**src/rtl/add_arbiter_if.sv**
```systemverilog
// Bundle of requester, response and adder-side signals for add_arbiter.
// The slave modport is the arbiter's view; master is the environment's view.
interface add_arbiter_if #(
  parameter int NUM_REQ = 4,
  parameter int WIDTH   = 4
);
  logic [NUM_REQ-1:0]       req_valid;
  logic [NUM_REQ*WIDTH-1:0] req_a;
  logic [NUM_REQ*WIDTH-1:0] req_b;
  logic [NUM_REQ-1:0]       req_ready;
  logic [NUM_REQ-1:0]       rsp_valid;
  logic [WIDTH:0]           rsp_sum;
  logic                     rsp_err;
  logic                     add_start;
  logic [WIDTH-1:0]         add_a;
  logic [WIDTH-1:0]         add_b;
  logic                     add_done;
  logic [WIDTH:0]           add_sum;

  modport slave (
    input  req_valid, req_a, req_b,
    input  add_done, add_sum,
    output req_ready, rsp_valid, rsp_sum, rsp_err,
    output add_start, add_a, add_b
  );

  modport master (
    output req_valid, req_a, req_b,
    output add_done, add_sum,
    input  req_ready, rsp_valid, rsp_sum, rsp_err,
    input  add_start, add_a, add_b
  );
endinterface

```
**src/rtl/add_arbiter.sv**
```systemverilog
// Round-robin arbiter sharing one two-operand adder between NUM_REQ
// requesters, with a timeout that recovers from a silent adder.
module add_arbiter #(
  parameter int NUM_REQ = 4,
  parameter int WIDTH   = 4,
  parameter int TIMEOUT = 15
) (
  input  logic         clk,
  input  logic         rst,
  add_arbiter_if.slave bus
);
  localparam int IW = $clog2(NUM_REQ);
  localparam logic [NUM_REQ-1:0] ONE = NUM_REQ'(1);
  localparam logic [7:0] TMO = 8'(TIMEOUT);

  typedef enum logic [1:0] {
    S_IDLE,
    S_ISSUE,
    S_WAIT,
    S_RESP
  } state_e;

  state_e             state_q;
  logic [IW-1:0]      ptr_q;
  logic [IW-1:0]      id_q;
  logic [7:0]         cnt_q;
  logic [NUM_REQ-1:0] req_ready_q;
  logic [NUM_REQ-1:0] rsp_valid_q;
  logic [WIDTH:0]     rsp_sum_q;
  logic               rsp_err_q;
  logic               add_start_q;
  logic [WIDTH-1:0]   add_a_q;
  logic [WIDTH-1:0]   add_b_q;
  logic [IW-1:0]      sel_d;

  function automatic logic [IW-1:0] rr_idx(
    input logic [IW-1:0] p,
    input int            k
  );
    int s;
    s = int'(p) + k;
    if (s >= NUM_REQ) s = s - NUM_REQ;
    return IW'(s);
  endfunction

  // Scan from the farthest offset back to ptr so the nearest wins.
  always_comb begin
    sel_d = '0;
    for (int k = NUM_REQ - 1; k >= 0; k--) begin
      if (bus.req_valid[rr_idx(ptr_q, k)]) sel_d = rr_idx(ptr_q, k);
    end
  end

  always_ff @(posedge clk) begin
    if (rst) begin
      state_q     <= S_IDLE;
      ptr_q       <= '0;
      id_q        <= '0;
      cnt_q       <= '0;
      req_ready_q <= '0;
      rsp_valid_q <= '0;
      rsp_sum_q   <= '0;
      rsp_err_q   <= 1'b0;
      add_start_q <= 1'b0;
      add_a_q     <= '0;
      add_b_q     <= '0;
    end else begin
      case (state_q)
        S_IDLE: begin
          if (|bus.req_valid) begin
            id_q        <= sel_d;
            add_a_q     <= bus.req_a[sel_d*WIDTH +: WIDTH];
            add_b_q     <= bus.req_b[sel_d*WIDTH +: WIDTH];
            add_start_q <= 1'b1;
            req_ready_q <= ONE << sel_d;
            state_q     <= S_ISSUE;
          end
        end
        S_ISSUE: begin
          add_start_q <= 1'b0;
          req_ready_q <= '0;
          cnt_q       <= '0;
          state_q     <= S_WAIT;
        end
        S_WAIT: begin
          // done is checked first so it wins on the timeout cycle
          if (bus.add_done) begin
            rsp_sum_q   <= bus.add_sum;
            rsp_err_q   <= 1'b0;
            rsp_valid_q <= ONE << id_q;
            state_q     <= S_RESP;
          end else if (cnt_q == TMO) begin
            rsp_sum_q   <= '0;
            rsp_err_q   <= 1'b1;
            rsp_valid_q <= ONE << id_q;
            state_q     <= S_RESP;
          end else begin
            cnt_q <= cnt_q + 8'd1;
          end
        end
        S_RESP: begin
          rsp_valid_q <= '0;
          rsp_sum_q   <= '0;
          rsp_err_q   <= 1'b0;
          ptr_q       <= (id_q == IW'(NUM_REQ - 1)) ? '0 : id_q + IW'(1);
          state_q     <= S_IDLE;
        end
        default: state_q <= S_IDLE;
      endcase
    end
  end

  assign bus.req_ready = req_ready_q;
  assign bus.rsp_valid = rsp_valid_q;
  assign bus.rsp_sum   = rsp_sum_q;
  assign bus.rsp_err   = rsp_err_q;
  assign bus.add_start = add_start_q;
  assign bus.add_a     = add_a_q;
  assign bus.add_b     = add_b_q;
endmodule
```
**src/flat_wrapper.sv**
```systemverilog
// flat-port wrapper written by rule: the top's interface ports become plain ports
module add_arbiter_flat 
#(
  parameter int NUM_REQ = 4,
  parameter int WIDTH   = 4,
  parameter int TIMEOUT = 15
)
  (clk, rst, bus_req_valid, bus_req_a, bus_req_b, bus_add_done, bus_add_sum, bus_req_ready, bus_rsp_valid, bus_rsp_sum, bus_rsp_err, bus_add_start, bus_add_a, bus_add_b);
  add_arbiter_if #(.NUM_REQ(NUM_REQ), .WIDTH(WIDTH)) bus_i ();
  input  logic clk;
  input  logic rst;
  input wire logic [$bits(bus_i.req_valid)-1:0] bus_req_valid;
  input wire logic [$bits(bus_i.req_a)-1:0] bus_req_a;
  input wire logic [$bits(bus_i.req_b)-1:0] bus_req_b;
  input wire logic [$bits(bus_i.add_done)-1:0] bus_add_done;
  input wire logic [$bits(bus_i.add_sum)-1:0] bus_add_sum;
  output wire logic [$bits(bus_i.req_ready)-1:0] bus_req_ready;
  output wire logic [$bits(bus_i.rsp_valid)-1:0] bus_rsp_valid;
  output wire logic [$bits(bus_i.rsp_sum)-1:0] bus_rsp_sum;
  output wire logic [$bits(bus_i.rsp_err)-1:0] bus_rsp_err;
  output wire logic [$bits(bus_i.add_start)-1:0] bus_add_start;
  output wire logic [$bits(bus_i.add_a)-1:0] bus_add_a;
  output wire logic [$bits(bus_i.add_b)-1:0] bus_add_b;
  assign bus_i.req_valid = bus_req_valid;
  assign bus_i.req_a = bus_req_a;
  assign bus_i.req_b = bus_req_b;
  assign bus_i.add_done = bus_add_done;
  assign bus_i.add_sum = bus_add_sum;
  assign bus_req_ready = bus_i.req_ready;
  assign bus_rsp_valid = bus_i.rsp_valid;
  assign bus_rsp_sum = bus_i.rsp_sum;
  assign bus_rsp_err = bus_i.rsp_err;
  assign bus_add_start = bus_i.add_start;
  assign bus_add_a = bus_i.add_a;
  assign bus_add_b = bus_i.add_b;
  add_arbiter #(.NUM_REQ(NUM_REQ), .WIDTH(WIDTH), .TIMEOUT(TIMEOUT)) u_core (.clk(clk), .rst(rst), .bus(bus_i));
endmodule
```
**config.mk**
```make
export PLATFORM = sky130hd
export DESIGN_NAME = add_arbiter_flat
export DESIGN_NICKNAME = d
export VERILOG_FILES = /design/src/rtl/add_arbiter_if.sv /design/src/rtl/add_arbiter.sv /design/src/flat_wrapper.sv
export SDC_FILE = /design/constraint.sdc
export NUM_CORES = 1
export LEC_CHECK = 0
export CAP_MARGIN = 20
export CELL_PAD_IN_SITES_DETAIL_PLACEMENT = 0
export CELL_PAD_IN_SITES_GLOBAL_PLACEMENT = 1
export CORE_UTILIZATION = 33
export DETAILED_ROUTE_END_ITERATION = 8
export GPL_TIMING_DRIVEN = 0
export MAX_ROUTING_LAYER = met4
export PLACE_DENSITY_LB_ADDON = 0.1
export SETUP_SLACK_MARGIN = 0.1
export SYNTH_ARGS = -nofsm -noshare
export SYNTH_HDL_FRONTEND = slang
export SYNTH_SLANG_ARGS = --single-unit
```
**constraint.sdc**
```tcl
create_clock -name clk -period 1.95 [get_ports clk]
set_clock_uncertainty 0.05 [all_clocks]
set_input_delay 0.39 -clock clk [delete_from_list [all_inputs] [get_ports clk]]
set_output_delay 0.39 -clock clk [all_outputs]
set_load 0.01 [all_outputs]
```
# Word level (Yosys, flattened, before mapping)
# Index checks and enable logic that the tools add are counted.
# Widths: inputs -> output; s select.
word_totals:
  regBits: 37
  input_bits: 44
  output_inout_bits: 23
  wordCells: 88
op_classes:
  addsub: 9
  magnitude_cmp: 8
  n_eq_ne: 9
  shift: 4
  muxes: 37
  n_reduce_logical: 10
op_table:
  columns: ["operator", "n"]
  rows:
  - ["$shiftx 16x5->4", 2]
  - ["$mux 2", 12]
  - ["$mux 8", 2]
  - ["$pmux 4 s2", 2]
  - ["$pmux 8 s2", 1]
  - ["$lt 2x3->1 const B", 4]
  - ["$mux 4", 3]
  - ["$mux 5", 2]
  - ["$pmux 5 s2", 1]
  - ["$ge 3x3->1 const B", 3]
  - ["$add 8x1->8 const B", 1]
  - ["$bmux 1 s2", 4]
  - ["$eq 8x4->1 const B", 1]
  - ["$pmux 2 s4", 1]
  - ["$reduce_and 2->1", 4]
  - ["$shl 1x2->4 const A", 2]
  - ["$sub 2x1->2 const B", 4]
  - ["$mux 1", 7]
  - ["$add 2x2->3 const B", 2]
  - ["$eq 2x2->1 const B", 3]
  - ["$reduce_bool 2->1", 3]
  - ["$ne 2x2->1 const B", 2]
  - ["$pmux 1 s2", 2]
  - ["$reduce_or 4->1", 1]
  - ["other kinds (8)", 8]

# Depth between registers and ports, before layout
# Gate-level depths: netlist of run 1.
depth:
  ltp_word: 12
  mapped_depth: 8
  ltp_nobuf: 7

# Least setup slack after synthesis of run 1
# OpenSTA, ideal clock, no wires.
synth_path:
  path_type: "flip-flop to flip-flop"
  from: "register u_core.state_q[0]"
  to: "register u_core.cnt_q[7]"
  setup_ps: 120
  arrival_ps: 1565
  required_time_ps: 1780
  slack_ps: 215
  stages_incl_launch_ff: 8
  period_less_slack_ps: 1735
  path_cell_list: "dfxtp_1 -> inv_1 -> ha_1 -> nor2b_1 -> o21ai_4 -> a2111oi_2 -> xnor2_1 -> nor2_1"
synth_between:
  elab_chain_cells: 3
  elab_cells_between_ends: 7
  cone_classes: "eq/ne (4); mux (1); reduce/logical (2)"
synth_lines:
  columns: ["element", "line_no", "rtl"]
  rows:
  - ["from (decl)", "add_arbiter.sv:23", "state_e state_q;"]
  - ["from (signal assigned)", "add_arbiter.sv:56", "state_q <= S_IDLE;"]
  - ["from (signal assigned)", "add_arbiter.sv:76", "state_q <= S_ISSUE;"]
  - ["from (signal assigned)", "add_arbiter.sv:83", "state_q <= S_WAIT;"]
  - ["$eq 2x2->1 / $eq 2x1->1 (equally long branches)", "add_arbiter.sv:68", "case (state_q)"]
  - ["$ne 2x2->1 (no source line) / $reduce_bool 2->1 (equally long branches)", null, null]
  - ["$reduce_and 3->1 (no source line)", null, null]
  - ["to (signal assigned)", "add_arbiter.sv:98", "cnt_q <= cnt_q + 8'd1;"]
  - ["to (decl)", "add_arbiter.sv:26", "logic [7:0] cnt_q;"]
# Parallel ways exist; a longest one is shown, timed or not.
# A chain may end at the register's enable or synchronous reset.

# Worst setup path in the final report of run 1
layout_path:
  from: "register u_core.cnt_q[7]"
  to: "register u_core.cnt_q[0]"
layout_between:
  elab_chain_cells: 3
layout_lines:
  columns: ["element", "line_no", "rtl"]
  rows:
  - ["$eq 8x4->1", "add_arbiter.sv:92", "end else if (cnt_q == TMO) begin"]
  - ["$ne 2x2->1 (no source line)", null, null]
  - ["$reduce_and 3->1 (no source line)", null, null]
# No other way between the ends.

==> results of run 1 <==
[worst max-delay path by stage]
stage | end | slack (ns)
after detailed placement | u_core.bus.add_a[0] | -0.54
after global routing | u_core.bus.rsp_sum[1] | 0.08
after global placement | u_core.bus.add_b[0] | -0.51
final | u_core.cnt_q[0] | 0.14
after floorplan | u_core.cnt_q[7] | 0.22
after CTS | u_core.bus.rsp_valid[0] | 0.08
[cell type report]
| type | instances | area, um2 | share of cell area [%] |
|---|---|---|---|
| plain buffers | 11 | 66.31 | 2.254 |
| clock buffers | 7 | 86.33 | 2.935 |
| clock inverters | 1 | 30.03 | 1.021 |
| inverters | 9 | 33.78 | 1.148 |
| multi-input cells | 155 | 1207 | 41.05 |
| flip-flops and latches | 37 | 745.7 | 25.35 |
| well taps | 72 | 90.09 | 3.063 |
| repair buffers | 69 | 681.9 | 23.18 |
[synthesized netlist by cell type]
cell       count  share of area, %
nand2_1       17               3.3
nand3_1        6               1.5
a21oi_2        1              0.45
xnor2_1        6               2.7
o22ai_1        1              0.32
nor3_1         3              0.77
nand2b_1       4               1.3
o221ai_2       1              0.77
nor2b_1        1              0.32
mux2i_1       20                10
or3_1          2              0.64
o21a_1         1              0.39
nand4b_1       9               4.0
mux2_2         1              0.58
buf_2          5               1.3
ha_1          10               6.4
dfxtp_1       37                38
a21oi_1       18               4.6
a2bb2oi_1      1              0.45
nand3b_1      10               3.9
inv_1          9               1.7
o21ai_2        1              0.45
buf_6          1              0.58
nor2_1        19               3.7
a21boi_0       1              0.39
nor3b_2        1              0.64
or3_4          1              0.58
a2111oi_2      1              0.77
clkbuf_1       6               1.2
o41ai_1        1              0.45
o21ai_4        1              0.83
o21ai_0        1              0.26
nand4_1        1              0.32
a211o_1        1              0.45
o221ai_1       7               3.1
or4_4          1              0.58
a211oi_1       3               1.2
a32oi_1        2              0.90
[power groups by stage]
stage | sequential (uW) | clock, uW | combinational [uW]
6_report | 987 | 701 | 1250
5_1_grt | 1010 | 751 | 1370
4_1_cts | 980 | 721 | 1170
3_5_place_dp | 996 | 0 | 1120
3_3_place_gp | 995 | 0 | 1120
2_1_floorplan | 1030 | 0 | 624
[state kept, by name, indices dropped and copies added (netlist names), 2 cells and up]
name and count:
u_core.ptr_q 2, u_core.bus.req_ready 4, u_core.bus.add_a 4, u_core.state_q 2
u_core.bus.rsp_sum 5, u_core.bus.add_b 4, u_core.bus.rsp_valid 4, u_core.cnt_q 8
u_core.id_q 2
[worst min-delay path, cell delays in order (launching register included)]
cell and delay (ns):
dfxtp_1 0.32, nand2_1 0.05, a21oi_1 0.05
[through the flow]
step / std cells / hold slack (ns) / total power (uW)
final: 361 / 0.4082 / 2937
after global routing: 361 / 0.4349 / 3131
after CTS: 359 / 0.4071 / 2867
after detailed placement: 350 / 0.3960 / 2119
after global placement: 350 / 0.3882 / 2119
after floorplan: 212 / 0.4151 / 1655
[repair_timing]
action,in CTS,in global routing
setup endpoints to repair,23,24
buffers inserted,2,0
pin swaps,1,11
gates resized for setup,10,21
cloned,0,2
[per-layer routing]
| metal | vias to the layer above | wire length [um] | GRT usage [%] | share of wire [%] |
|---|---|---|---|---|
| met5 | - | 0 | - | 0 |
| met4 | 0 | 68 | 6.000 | 1.3 |
| met3 | 8 | 218 | 3.678 | 4.3 |
| met2 | 57 | 2371 | 28.52 | 46 |
| met1 | 819 | 2469 | 21.98 | 48 |
| li1 | 918 | - | - | - |
[kinds of logic (layout without fill, tap and decap cells)]
kind of cell    count (synthesis)  after routing  share of synthesized area (%)
buf+inv                        21             97                          4.749
simple gates                   75             75                          21.50
fa+ha+maj                      10             10                          6.418
flops                          37             37                          38.00
mux                            21             21                          10.85
xor+xnor                        6              6                          2.696
compound gates                 42             43                          15.79
==> qor.yml, run 1 <==
status:
  status: "complete, no violations"
worst_setup_path:
  crit_path_start_kind: "flip-flop"
  endpoint_kind: "flip-flop"
  rrSetupSlack_ns: 0.14
  cp_max_fo: 8
  worst_r2r_endpoint: "u_core.cnt_q[0]"
  critical_path.cell_chain: "or4_4 > o21ai_4 > buf_6 > buf_4 > o21a_1 > nor2_1"
  cp-startpoint: "u_core.cnt_q[7]"
  reg2reg_depth: 6
  worstPathArrival_ns: 1.93
  cp_num_cells: 6
  r2r-start: "u_core.cnt_q[7]"
  max_stage_delay_ns: 0.55
  crit_buf_inv: 2
  cp.required_ns: 2.07
  critPathKind: "reg2reg"
  cp_top_family: "simple AND/OR/NAND/NOR gates"
  crit_path_top_delay_cell: "or4_4"
yosys:
  syn-num-nets: 266
  syn_area_mm2: 0.001949
  yosys_warnings: 0
  synth_cells: 212
  syn_area_per_cell_um2: 9.195
  synth-seq-area-share_pct: 38.00
  ys_ff_latch: 37
  yosys.cell_types.count: 38
die:
  start_util_pct: 34.76
  pin_count: 67
  die_height_um: 78.86
  die_x_um: 78.86
  die-area_mm2: 0.006219
  rows: 27
  core_area_mm2: 0.005608
clock_network:
  cts_tree: "built"
  numCtsBuffers: 5
  cts_buffer_depth: 2
  cts.sinks: 37
  cts-root-buf: "clkbuf_8"
  htree_levels: 2
  holdBufCountCts: 0
  insertion_delay_ns: 0.29
  clkTransAtPathRegs_ns: 0.08
timing:
  worst_pin_slew_ns: 0.6671
  rsz0062_at_grt: "true"
  fin_crit_ns: 1.811
  setup-tns-final_ns: 0
  final-setup-viol-count: 0
  hold_violations: 0
  slew_viol_final: 0
  fmax_mhz: 552.2
  slew-limit-headroom_pct: 55.53
  period_share_pct: 92.86
  final.setup.worst_slack_ns: 0.1392
cells_and_area:
  final_area_mm2: 0.002942
  mostFrequentLayoutCells: "62 x clkdlybuf4s50_1, 33 x dfxtp_1, 20 x mux2i_1"
  drive_gt1_share_pct: 14.88
  num-nets-final: 342
  final_core_util_pct: 52.45
  synthToLayoutAreaGrowth_pct: 50.90
  diodes: 0
  final_common_cell: "clkdlybuf4s50_1"
  n_fill_cell: 553
grt:
  overflow: 0
  grt_pass1_vias: 1731
  grt_usage_pct: 17.68
  grt_pass1_wl_um: 8342
  antenna_found_initial: 0
  grt_max_degree: 12
drt:
  dr.pass1.iters: 4
  first_iter_violations: 61
  routed-via-count: 1802
  wl_per_cell_um: 14.20
  final_antenna_net_count: 0
  finalWirelength_um: 5127
  drc_errors: 0
  detail_route.vias_per_cell: 4.992
placed_design:
  place.gp.congestion: 0.7963
  placed_cell_area_mm2: 0.002700
  dp_worst_setup_slack_ns: -0.5355
  place_hpwl_um: 3507
  portBuffers: 66
hold_path:
  min_to: "u_core.bus.rsp_sum[3]"
  hold_start: "u_core.bus.rsp_sum[3]"
  hold_path_class: "reg2reg"
  hold_path_depth: 2
pwr:
  p_per_area_mw_per_mm2: 998.5
  peakVddDrop_mv: 0.4634
  switching_power_uw: 1010
  combPwrFrac_pct: 42.5
  switching_share_pct: 34.40
  power_frac_clock_pct: 23.9
  sequentialPowerShare_pct: 33.6
  p_int_uw: 1927
  p_leak_uw: 0.001101
job:
  max_cap_violations: 0
Note: power is estimated with default switching activity, not from simulation.
==> run 2, diff against run 1 <==
--- a/config.mk
+++ b/config.mk
@@ -5,7 +5,7 @@
 export SDC_FILE = /design/constraint.sdc
 export NUM_CORES = 1
 export LEC_CHECK = 0
-export CAP_MARGIN = 20
+export CAP_MARGIN = 40
 export CELL_PAD_IN_SITES_DETAIL_PLACEMENT = 0
 export CELL_PAD_IN_SITES_GLOBAL_PLACEMENT = 1
 export CORE_UTILIZATION = 33
==> results of run 2 <==
No change in the layout: final DEF, timing and power equal those of run 1.
==> run 3, diff against run 2 <==
--- a/config.mk
+++ b/config.mk
@@ -12,7 +12,8 @@
 export DETAILED_ROUTE_END_ITERATION = 8
 export GPL_TIMING_DRIVEN = 0
 export MAX_ROUTING_LAYER = met4
-export PLACE_DENSITY_LB_ADDON = 0.1
+export PLACE_DENSITY = 0.81
+export REMOVE_ABC_BUFFERS = 1
 export SETUP_SLACK_MARGIN = 0.1
 export SYNTH_ARGS = -nofsm -noshare
 export SYNTH_HDL_FRONTEND = slang
==> run 3 against run 2 <==
  * Hold slack worse by 0.0073 ns
  * Total power down 6.1%
  * Clock-buffer cell count down 1
  * Sequential power about the same
  * Die area unchanged
  * Fmax up 3.3%
  * Cell count down 1.4%
  * Non-clock buffer count down 4
  * Wire length down 6.9%
  * Cell area down 1.1%
  * Critical path type unchanged
  * Highest routed layer unchanged
==> qor.yml, run 3 (synthesis gave the netlist of run 1 again) <==
clock_network:
  htree_levels: 2  # unchanged
  numCtsBuffers: 5  # unchanged
  cts-root-buf: "clkbuf_8"
  cts.sinks: 37  # unchanged
  cts_tree: "built"
  insertion_delay_ns: 0.29  # about the same
  clkTransAtPathRegs_ns: 0.07  # about the same
  cts_buffer_depth: 2  # unchanged
die:
  die_height_um: 78.86  # unchanged
  die_x_um: 78.86  # unchanged
  die-area_mm2: 0.006219  # unchanged
  pin_count: 67  # unchanged
  core_area_mm2: 0.005608  # unchanged
  rows: 27  # unchanged
  start_util_pct: 34.76  # unchanged
cells_and_area:
  n_fill_cell: 567  # +2.5%
  final_area_mm2: 0.002908  # -1.1%
  synthToLayoutAreaGrowth_pct: 49.17
  largest_reg_flops: 8  # unchanged
  num-nets-final: 337  # -1.5%
  final_cells: 356  # -1.4%
  final_common_cell: "clkdlybuf4s50_1"
  regMostFlops: "u_core.cnt_q"
  diodes: 0  # unchanged
  drive_gt1_share_pct: 12.32  # -2.6 points
  mostFrequentLayoutCells: "60 x clkdlybuf4s50_1, 37 x dfxtp_1, 20 x mux2i_1"
pwr:
  peakVddDrop_mv: 0.4390  # -5.3%
  switching_power_uw: 977.7  # -3.2%
  power_frac_clock_pct: 18.9  # -5.0 points
  combPwrFrac_pct: 45.4  # +2.9 points
  p_int_uw: 1779  # -7.7%
  switching_share_pct: 35.46  # +1.1 points
  p_leak_uw: 0.001120  # +1.8%
  sequentialPowerShare_pct: 35.7  # +2.1 points
  p_per_area_mw_per_mm2: 948.2  # -5.0%
worst_setup_path:
  cp_top_family: "simple AND/OR/NAND/NOR gates"
  crit_path_start_kind: "flip-flop"
  cp_max_fo: 8  # unchanged
  max_stage_delay_ns: 0.57  # +0.02 ns
  crit_buf_inv: 1  # -1
  cp.required_ns: 2.08  # about the same
  critical_path.cell_chain: "or4_4 > o21ai_4 > buf_6 > a21boi_0 > xnor2_1 > nor2_1"
  endpoint_kind: "flip-flop"
  worstPathArrival_ns: 1.89  # -0.04 ns
  crit_path_top_delay_cell: "or4_4"
  critPathKind: "reg2reg"
timing:
  worst_pin_slew_ns: 0.6188  # -0.04828 ns
  fmax_mhz: 570.2  # +3.3%
  rsz0062_at_grt: "true"
  slew_viol_final: 0  # unchanged
  slew-limit-headroom_pct: 58.75  # +3.2 points
  hold_violations: 0  # unchanged
  period_share_pct: 89.94  # -2.9 points
  fin_crit_ns: 1.754  # -0.05702 ns
  final-setup-viol-count: 0  # unchanged
drt:
  wl_per_cell_um: 13.41  # -5.6%
  first_iter_violations: 36  # -41%
  detail_route.vias_per_cell: 5.045  # +1.1%
  routed-via-count: 1796  # -0.33%
  final_antenna_net_count: 0  # unchanged
  dr.pass1.iters: 4  # unchanged
  finalWirelength_um: 4775  # -6.9%
  drc_errors: 0  # unchanged
placed_design:
  place.gp.congestion: 0.7490  # -5.9%
  place_hpwl_um: 3429  # -2.2%
  placed_cell_area_mm2: 0.002711  # +0.42%
  dpl.cell_count: 341  # -2.6%
  portBuffers: 66  # unchanged
grt:
  grt_pass1_wl_um: 8017  # -3.9%
  grt_usage_pct: 16.81  # -0.87 points
  antenna_found_initial: 0  # unchanged
  overflow: 0  # unchanged
  grt_pass1_vias: 1780  # +2.8%
  grt_max_degree: 20  # +8
job:
  max_cap_violations: 0  # unchanged
hold_path:
  hold_path_class: "reg2reg"
status:
  status: "complete, no violations"
-- run 3: final timing paths --
kind                                 from                 endpoint  slack (ns)  cells past startpoint
setup / recovery          u_core.cnt_q[4]          u_core.cnt_q[2]        0.20                      6
hold / removal    u_core.bus.rsp_valid[0]  u_core.bus.rsp_valid[0]        0.40                      2
setup reg to reg          u_core.cnt_q[4]          u_core.cnt_q[2]        0.20                      6
hold reg to reg   u_core.bus.rsp_valid[0]  u_core.bus.rsp_valid[0]        0.40                      2
-- run 3: power by group through the flow --
stage / clock network, uW / logic (uW) / registers (uW)
finish: 521 / 1250 / 985
global route: 577 / 1390 / 1010
CTS: 541 / 1230 / 986
detailed placement: 0 / 1130 / 996
global placement: 0 / 1070 / 992
floorplan: 0 / 579 / 1030
-- run 3: area by class of cell --
class	count	area (um2)	area share [%]
tap	72	90.09	3.098
inverter	9	33.78	1.162
multi-input combinational	154	1181	40.62
timing repair buffer	76	779.5	26.81
clock inverter	2	10.01	0.3442
clock buffer	6	72.57	2.496
sequential	37	740.7	25.47
-- run 3: metal layers --
layer,vias to the layer above,global-route usage [%],share of wire [%]
li1,907,-,-
met1,816,19.97,45
met2,66,25.91,45
met3,7,7.471,9.2
met4,0,4.364,1.0
met5,-,-,0
-- run 3: per-stage QoR --
step                      setup TNS (ns)  total power, uW  worst slack (ns)  hold slack [ns]  utilization [%]
after detailed placement          -8.852             2125           -0.6408           0.3939            48.35
after global placement            -27.43             2067            -1.742           0.3867            47.10
after CTS                              0             2761            0.1019           0.4028            51.34
after floorplan                   -4.580             1610           -0.3476           0.4090                -
after global routing                   0             2968           0.07210           0.4159            51.85
final                                  0             2757            0.1962           0.4010            51.85
-- run 3: what timing repair did --
| item | 4_1_cts | 5_1_grt |
|---|---|---|
| resized for setup | 11 | 7 |
| hold endpoints to repair | 0 | 0 |
| hold buffers | 0 | 0 |
| pin swaps | 4 | 2 |
| setup endpoints to repair | 33 | 17 |
| buffers inserted | 7 | 0 |
-- run 3: worst reg2reg max path: cells and delay by family (launching register included) --
kind            cells  cell delay [ns]
flops               1             0.35
compound gates      2             0.27
xor+xnor            1             0.19
buf+inv             1             0.16
simple gates        2             0.62
